<file path="src/rtl/divider_pkg.sv">
// Shared definitions for the sequential restoring divider.
// Holds the controller state encoding and the default operand width.
package divider_pkg;

  localparam int DEFAULT_WIDTH = 8;

  typedef enum logic [1:0] {
    IDLE = 2'd0,
    RUN  = 2'd1,
    DONE = 2'd2
  } state_e;

endpackage

</file>
<file path="src/rtl/div_trial_sub.sv">
// Combinational ripple-borrow subtractor used for the trial subtraction.
// Ports:
//   a_i      : minuend (N bits)
//   b_i      : subtrahend (N bits)
//   diff_o   : a_i - b_i modulo 2^N
//   borrow_o : 1 when a_i < b_i (the subtraction borrowed out of the MSB)
module div_trial_sub #(
  parameter int N = 9
) (
  input  logic [N-1:0] a_i,
  input  logic [N-1:0] b_i,
  output logic [N-1:0] diff_o,
  output logic         borrow_o
);

  logic [N:0] brw;

  assign brw[0] = 1'b0;

  // One full-subtractor cell per bit: XOR for the difference, borrow ripples up.
  for (genvar i = 0; i < N; i++) begin : g_cell
    assign diff_o[i]  = a_i[i] ^ b_i[i] ^ brw[i];
    assign brw[i + 1] = (~a_i[i] & b_i[i]) | (~(a_i[i] ^ b_i[i]) & brw[i]);
  end

  assign borrow_o = brw[N];

endmodule

</file>
<file path="src/rtl/seq_restoring_divider.sv">
// Sequential unsigned restoring divider, one quotient bit per clock.
// Ports:
//   clk, rst_n   : clock and asynchronous active-low reset
//   start        : request; accepted in IDLE or DONE, ignored in RUN
//   A, B         : dividend / divisor, captured when start is accepted
//   Q, R         : registered quotient / remainder, stable outside completion
//   busy         : high while the WIDTH iteration steps are running
//   done         : one-cycle pulse when Q/R hold a new result
//   div_by_zero  : set with the result of a B=0 request (Q=all-ones, R=A)
//   dbg_state_o  : current controller state
// Handshake: start is a level sampled on each rising clk; it is taken only
// when the controller is IDLE or DONE, and the result is signalled by a
// single-cycle done pulse. There is no backpressure on the result.
module seq_restoring_divider
  import divider_pkg::*;
#(
  parameter int WIDTH = DEFAULT_WIDTH
) (
  input  logic             clk,
  input  logic             rst_n,
  input  logic             start,
  input  logic [WIDTH-1:0] A,
  input  logic [WIDTH-1:0] B,
  output logic [WIDTH-1:0] Q,
  output logic [WIDTH-1:0] R,
  output logic             busy,
  output logic             done,
  output logic             div_by_zero,
  output state_e           dbg_state_o
);

  localparam int CW = $clog2(WIDTH + 1);
  localparam logic [CW-1:0] LAST_STEP = CW'(WIDTH - 1);

  state_e state_q, state_d;

  logic [WIDTH:0]   rem_q, rem_d;        // partial remainder
  logic [WIDTH-1:0] dvd_q, dvd_d;        // dividend bits out, quotient bits in
  logic [WIDTH-1:0] divisor_q, divisor_d;
  logic [CW-1:0]    cnt_q, cnt_d;
  logic [WIDTH-1:0] q_q, q_d;
  logic [WIDTH-1:0] r_q, r_d;
  logic             dbz_q, dbz_d;

  logic             accept;
  logic             b_zero;
  logic [WIDTH:0]   shifted;
  logic [WIDTH:0]   diff;
  logic             borrow;
  logic [WIDTH:0]   step_rem;
  logic [WIDTH-1:0] step_quo;
  logic             unused_rem_msb;

  assign accept = start && ((state_q == IDLE) || (state_q == DONE));
  assign b_zero = (B == '0);

  // The kept remainder is always below the divisor, so its MSB is zero and
  // only the low WIDTH bits feed the next shift.
  assign shifted        = {rem_q[WIDTH-1:0], dvd_q[WIDTH-1]};
  assign unused_rem_msb = rem_q[WIDTH];

  div_trial_sub #(.N(WIDTH + 1)) u_trial_sub (
    .a_i      (shifted),
    .b_i      ({1'b0, divisor_q}),
    .diff_o   (diff),
    .borrow_o (borrow)
  );

  // Borrow means the divisor did not fit: restore and emit a 0 quotient bit.
  assign step_rem = borrow ? shifted : diff;
  assign step_quo = {dvd_q[WIDTH-2:0], ~borrow};

  // State register
  always_ff @(posedge clk or negedge rst_n) begin
    if (!rst_n) state_q <= IDLE;
    else        state_q <= state_d;
  end

  // Next-state logic
  always_comb begin
    state_d = state_q;
    case (state_q)
      IDLE:    if (start) state_d = b_zero ? DONE : RUN;
      RUN:     if (cnt_q == LAST_STEP) state_d = DONE;
      DONE:    if (start) state_d = b_zero ? DONE : RUN;
               else       state_d = IDLE;
      default: state_d = IDLE;
    endcase
  end

  // Output logic
  always_comb begin
    busy        = (state_q == RUN);
    done        = (state_q == DONE);
    dbg_state_o = state_q;
  end

  // Datapath next-state
  always_comb begin
    rem_d     = rem_q;
    dvd_d     = dvd_q;
    divisor_d = divisor_q;
    cnt_d     = cnt_q;
    q_d       = q_q;
    r_d       = r_q;
    dbz_d     = dbz_q;
    if (accept) begin
      rem_d     = '0;
      dvd_d     = A;
      divisor_d = B;
      cnt_d     = '0;
      dbz_d     = b_zero;
      if (b_zero) begin
        q_d = '1;
        r_d = A;
      end
    end else if (state_q == RUN) begin
      rem_d = step_rem;
      dvd_d = step_quo;
      cnt_d = cnt_q + CW'(1);
      // Visible results change only on the final step.
      if (cnt_q == LAST_STEP) begin
        q_d = step_quo;
        r_d = step_rem[WIDTH-1:0];
      end
    end
  end

  always_ff @(posedge clk or negedge rst_n) begin
    if (!rst_n) begin
      rem_q     <= '0;
      dvd_q     <= '0;
      divisor_q <= '0;
      cnt_q     <= '0;
      q_q       <= '0;
      r_q       <= '0;
      dbz_q     <= 1'b0;
    end else begin
      rem_q     <= rem_d;
      dvd_q     <= dvd_d;
      divisor_q <= divisor_d;
      cnt_q     <= cnt_d;
      q_q       <= q_d;
      r_q       <= r_d;
      dbz_q     <= dbz_d;
    end
  end

  assign Q           = q_q;
  assign R           = r_q;
  assign div_by_zero = dbz_q;

endmodule
</file>
<file path="config.mk">
export PLATFORM = sky130hd
export DESIGN_NAME = seq_restoring_divider
export DESIGN_NICKNAME = d
export VERILOG_FILES = /design/src/rtl/divider_pkg.sv /design/src/rtl/div_trial_sub.sv /design/src/rtl/seq_restoring_divider.sv
export SDC_FILE = /design/constraint.sdc
export NUM_CORES = 1
export LEC_CHECK = 0
export ABC_AREA = 1
export BUFFER_PORTS_ARGS = -buffer_cell sky130_fd_sc_hd__buf_4
export CAP_MARGIN = 10
export CELL_PAD_IN_SITES_DETAIL_PLACEMENT = 1
export CELL_PAD_IN_SITES_GLOBAL_PLACEMENT = 2
export CORE_MARGIN = 2
export CORE_UTILIZATION = 33
export DETAILED_ROUTE_END_ITERATION = 6
export HOLD_SLACK_MARGIN = 0.15
export PLACE_DENSITY = 0.85
export SYNTH_ARGS = -nofsm -noshare
export SYNTH_HDL_FRONTEND = slang
export SYNTH_HIERARCHICAL = 1
export SYNTH_SLANG_ARGS = --single-unit
</file>
<file path="constraint.sdc">
create_clock -name clk -period 5.76 [get_ports clk]
set_input_delay 0 -clock clk [delete_from_list [all_inputs] [get_ports clk]]
set_output_delay 0 -clock clk [all_outputs]
set_load 0.02 [all_outputs]
</file>
; After elaboration in Yosys (flattened, before gate mapping)
; Cells that the tools add are included.
[word_totals]
register_bits = 47
out_inout_bits = 21
inputBits = 19
wordCells = 98
[op_classes]
n_mux = 20
reduce_logical = 8
n_eq_ne = 6
addsub = 1
bitwise_logic = 55
[op_table]
columns = cell, count
row1 = two-way mux 8 bit, 13
row2 = inverter 1 bit, 17
row3 = AND 1 bit, 16
row4 = XOR 1 bit, 15
row5 = zero test 8 bit, 1
row6 = two-way mux 2 bit, 4
row7 = two-way mux 4 bit, 2
row8 = OR 1 bit, 7
row9 = one-hot mux 2 bit (3 select lines), 1
row10 = adder 4 x 1 -> 4 bit (second input constant), 1
row11 = equality test 4 x 3 -> 1 bit (second input constant), 1
row12 = != test 2 x 1 -> 1 bit (second input constant), 2
row13 = nonzero test 2 bit, 2
row14 = AND reduction 3 bit, 1
row15 = equality test 2 x 1 -> 1 bit (second input constant), 1
row16 = equality test 2 bit (second input constant), 1
row17 = zero test 2 bit, 1
row18 = != test 2 bit (second input constant), 1
row19 = AND reduction 2 bit, 1
row20 = logical AND 1 bit, 1
row21 = logical OR 1 bit, 1

; Logic depth before layout (Yosys ltp)
[logic_depth]
word_depth = 21
mapped_depth = 21
mapped_depth_nobuf = 20

; Hierarchy
; The synthesis kept the hierarchy.
[modules_own_cells]
columns = mod, instances, cells_per_inst, area_each_um2
row1 = seq_restoring_divider, 1, 259, 2179.6
row2 = div_trial_sub, 1, 29, 247.7

; Worst setup path before layout
; OpenSTA, ideal clock, no wires.
[synth_timing]
path_kind = reg-to-reg
from = register dvd_q[7]
to = register r_q[3] (netlist: R[3])
period_less_slack_ps = 4014
t_arrival_ps = 3948
required_ps = 5695
setup_slack_ps = 1746
path_stages_with_launch = 22
cell_sequence = dfrtp_1 -> inv_1 -> ha_1 -> inv_1 -> fa_1 -> inv_1 -> fa_1 -> fa_1 -> fa_1 -> fa_1 -> fa_1 -> fa_1 -> inv_1 -> fa_1 -> inv_1 -> buf_2 -> buf_2 -> o21ai_0 -> nand2_1 -> nand2_1 -> nand2_1 -> nand2_1
[synth_between]
elab_chain_len = 21
word_cells_on_any_way = 22
[synth_rtl]
columns = element, line
row1 = from (decl), seq_restoring_divider.sv:38  ; logic [WIDTH-1:0] dvd_q, dvd_d;
row2 = from (signal assigned), seq_restoring_divider.sv:140  ; dvd_q <= dvd_d;
row3 = inverter 1 bit, div_trial_sub.sv:23  ; assign brw[i + 1] = (~a_i[i] & b_i[i]) | (~(a_i[i] ^ b_i[i]) & brw[i]);
row4 = AND 1 bit (2 in series), div_trial_sub.sv:23
row5 = OR 1 bit, div_trial_sub.sv:23
row6 = AND 1 bit, div_trial_sub.sv:23
row7 = OR 1 bit, div_trial_sub.sv:23
row8 = AND 1 bit, div_trial_sub.sv:23
row9 = OR 1 bit, div_trial_sub.sv:23
row10 = AND 1 bit, div_trial_sub.sv:23
row11 = [5 not listed], n/a
row12 = AND 1 bit, div_trial_sub.sv:23
row13 = OR 1 bit, div_trial_sub.sv:23
row14 = AND 1 bit, div_trial_sub.sv:23
row15 = net borrow, seq_restoring_divider.sv:49  ; logic borrow;
row16 = two-way mux 8 bit, seq_restoring_divider.sv:70  ; assign step_rem = borrow ? shifted : diff;
row17 = two-way mux 8 bit, seq_restoring_divider.sv:122  ; if (cnt_q == LAST_STEP) begin
row18 = two-way mux 8 bit, seq_restoring_divider.sv:117  ; end else if (state_q == RUN) begin
row19 = two-way mux 8 bit, seq_restoring_divider.sv:107  ; if (accept) begin
row20 = to (signal assigned), seq_restoring_divider.sv:144  ; r_q <= r_d;
row21 = to (decl), seq_restoring_divider.sv:42  ; logic [WIDTH-1:0] r_q, r_d;
; The timed path passes the listed nets, and every way through them passes these cells. The select of a mux whose other input is x is not followed.
; A chain may end at the register's enable or synchronous reset.

; Worst setup path in the final report
; Same ends and word-level chain as after synthesis.

==> results.md <==
* Yosys warnings at 6
* Final total power at between 1.5 and 2 mW
* Syn nets at 317
* Clock buffer depth at 2
* GPL Wtd Cong at 0.721
* Setup Skew at 0.00575 ns
* Clock sinks at 47
* Post-cts resize count at 0
* Fin crit period at 4.39 ns
* Crit path kind: flip-flop to flip-flop
* TNS Setup at 0 ns
* Row count at 31
* Synthesized area at roughly 2400 um^2
* Drt total wl at 6220 um
* Via count at roughly 2.0k
* Reg-to-reg endpoint: R[3]
* DR iter-0 viols at 48
* Largest net degree at the start of global routing at 48
* CP Capture Type: flip-flop
* First-pass GRT wire length at 10,900 um
* Static leakage at 1.62 nW
* Ports at 40
* Final Instance Count excl. Fillers at 440
* Antenna Cells at 0
* Class of the worst hold path: input port to async pin
* Critical path required time at 5.97 ns
* Ratio of cells with drive above 1 in the final layout at 17.3%
* PwrDens at 549 nW/um^2
* Final Hold Fails at 0
* Fin crit share at around three quarters
* Vias in the first global route at 2,158
* Post-DP HPWL at 4280 um
* Data arrival, critical path at 4.60 ns
* Register area share after synthesis at 48.5%
* Die Area at a little over 8000 um^2
* Worst-path clk slew at around 0.09 ns
* Die width at 89.8 um
* DR WL/cell at 14.1 um
* Critical path peak fanout at 18
* Achievable frequency at 228 MHz
* Area Overhead vs Synth at 24.1%
* Worst Max-Slew Pin Slew at 0.659 ns
* Slew Viols, Final at 0
* # placed instances at 415
* Nets at 369
* Initial antenna violation count at 0
* Root Driver: clkbuf_8
* Core Area at 7180 um^2
* VDD IR max at 0.242 mV
* Remaining antenna violation count at 0
* R2R Path Start: dvd_q[7]
* DRC viols at 0
* FF+latch count, synth at 47
* Vias/cell at 4.60
* Depth of the CTS H-tree at 2
* Drt pass-1 iters at 3
* Fill cell count at 863
* End-of-flow core utilization at 42.0%
* Number of max-cap violations at 0
* Num CTS Buffers at 5
* RSZ-0062 raised after global routing: false
* Die Y at around 90 um
* R2R depth at 20
* Outcome: finished clean
* PortBufs at 39
* Total global-route track usage at between 10% and 20%
* Finish-stage setup viols at 0
* Clk_lat worst skew at 0.30 ns
* FF-to-FF setup slack at 1.37 ns
* Initial Util at 33.8%
* Synth Instances at 288
* GR Overflow Total at 0
* Syn avg cell area at between 8 and 9 um^2
* Startpoint Class: flip-flop
* Slew headroom at a little under three fifths
* CTS tree: built
* Post-synth cell types at 24
## state kept, by name, summed over array words and instances, names as in the netlist
register and cells:
cnt_q 4, Q 8, rem_q 8, dbg_state_o 2, R 8, dvd_q 8, div_by_zero 1, divisor_q 8
## placed cells by master, fill, tap and decap left out, types with 4 or more instances in the layout
master,synthesis,layout
inv_1,40,40
o21ai_0,18,18
dfrtp_1,47,47
dlygate4sd3_1,0,17
nor2_1,7,7
clkbuf_8,0,5
fa_1,8,8
o221ai_1,6,6
nand3_1,19,19
nand2_1,109,109
o21ai_1,4,4
buf_4,1,39
## where the power goes
group,total [mW],internal [mW],switching [mW]
logic,0.873,0.328,0.545
clock network,0.202,0.0856,0.117
registers,0.577,0.479,0.0985
## worst max-delay path, cell delays in order, from the launching register on
cell     delay, ns
dfrtp_1       0.37
inv_1         0.05
ha_1          0.18
inv_1         0.07
fa_1          0.18
inv_1         0.05
fa_1          0.38
fa_1          0.43
fa_1          0.40
fa_1          0.39
fa_1          0.40
fa_1          0.37
inv_1         0.07
fa_1          0.15
inv_1         0.21
nand2_1       0.14
o21ai_0       0.11
nand2_1       0.15
nand2_1       0.08
nand2_1       0.08
nand2_1       0.05
## synthesized netlist by cell type (all sizes together)
cell type  number  share of area (%)
nand2         114                 19
dfrtp          47                 48
inv            44                7.0
o21ai          22                4.5
nand3          19                3.9
buf            11                3.7
nor2            9                1.6
fa              8                6.6
o221ai          6                2.2
a21oi           2               0.41
ha              2                1.0
a22o            1               0.36
conb            1               0.15
o211ai          1               0.52
or2             1               0.26
## how the worst max path moves through the flow
stage | depth (start not counted) | endpoint | from | slack, ns
after floorplan | 21 | R[3] | dvd_q[7] | 1.75
after global placement | 19 | R[6] | dvd_q[7] | 1.55
after detailed placement | 19 | R[6] | dvd_q[7] | 1.40
after CTS | 20 | R[3] | dvd_q[7] | 1.38
after global routing | 20 | R[3] | dvd_q[7] | 1.05
final | 20 | R[3] | dvd_q[7] | 1.37
## routing by layer
layer	routed length, um	GRT usage, %
met4	106	5.26
met1	2810	21.8
met2	3140	28.9
met3	164	3.10
met5	0	0
## what timing repair did
action | 4_1_cts | 5_1_grt
endpoints found under the hold margin | 71 | 0
hold buffers | 17 | 0
buffers inserted | 0 | 0
endpoints found under the setup margin | 0 | 0
## cell type report
type / instances / area, um^2 / area share, %
clock buffers: 5 / 68.8 / 2.28
clock inverters: 3 / 18.8 / 0.623
inverters: 44 / 170 / 5.65
multi-input cells: 186 / 992 / 32.9
flip-flops and latches: 47 / 1180 / 39.0
well taps: 99 / 124 / 4.11
repair buffers: 56 / 463 / 15.4
## stage by stage
| step | instance area, um^2 | setup WS (ns) | hold slack, ns |
|---|---|---|---|
| floorplan | 2430 | 1.75 | -0.296 |
| global placement | 2760 | 1.55 | 0.0608 |
| detailed placement | 2760 | 1.40 | 0.0631 |
| CTS | 3010 | 1.38 | 0.270 |
| global route | 3010 | 1.05 | 0.308 |
| finish | 3010 | 1.37 | 0.247 |
## cell families (layout without fill, tap and decap cells)
logic type      after synthesis  after routing  share of synthesized area, %
compound gates               32             32                          7.99
simple gates                143            143                          25.1
fa+ha+maj                    10             10                          7.63
other cells                   1              1                         0.154
buf+inv                      55            108                          10.7
flops                        47             47                          48.5
Power figures use the tool's default switching activity.
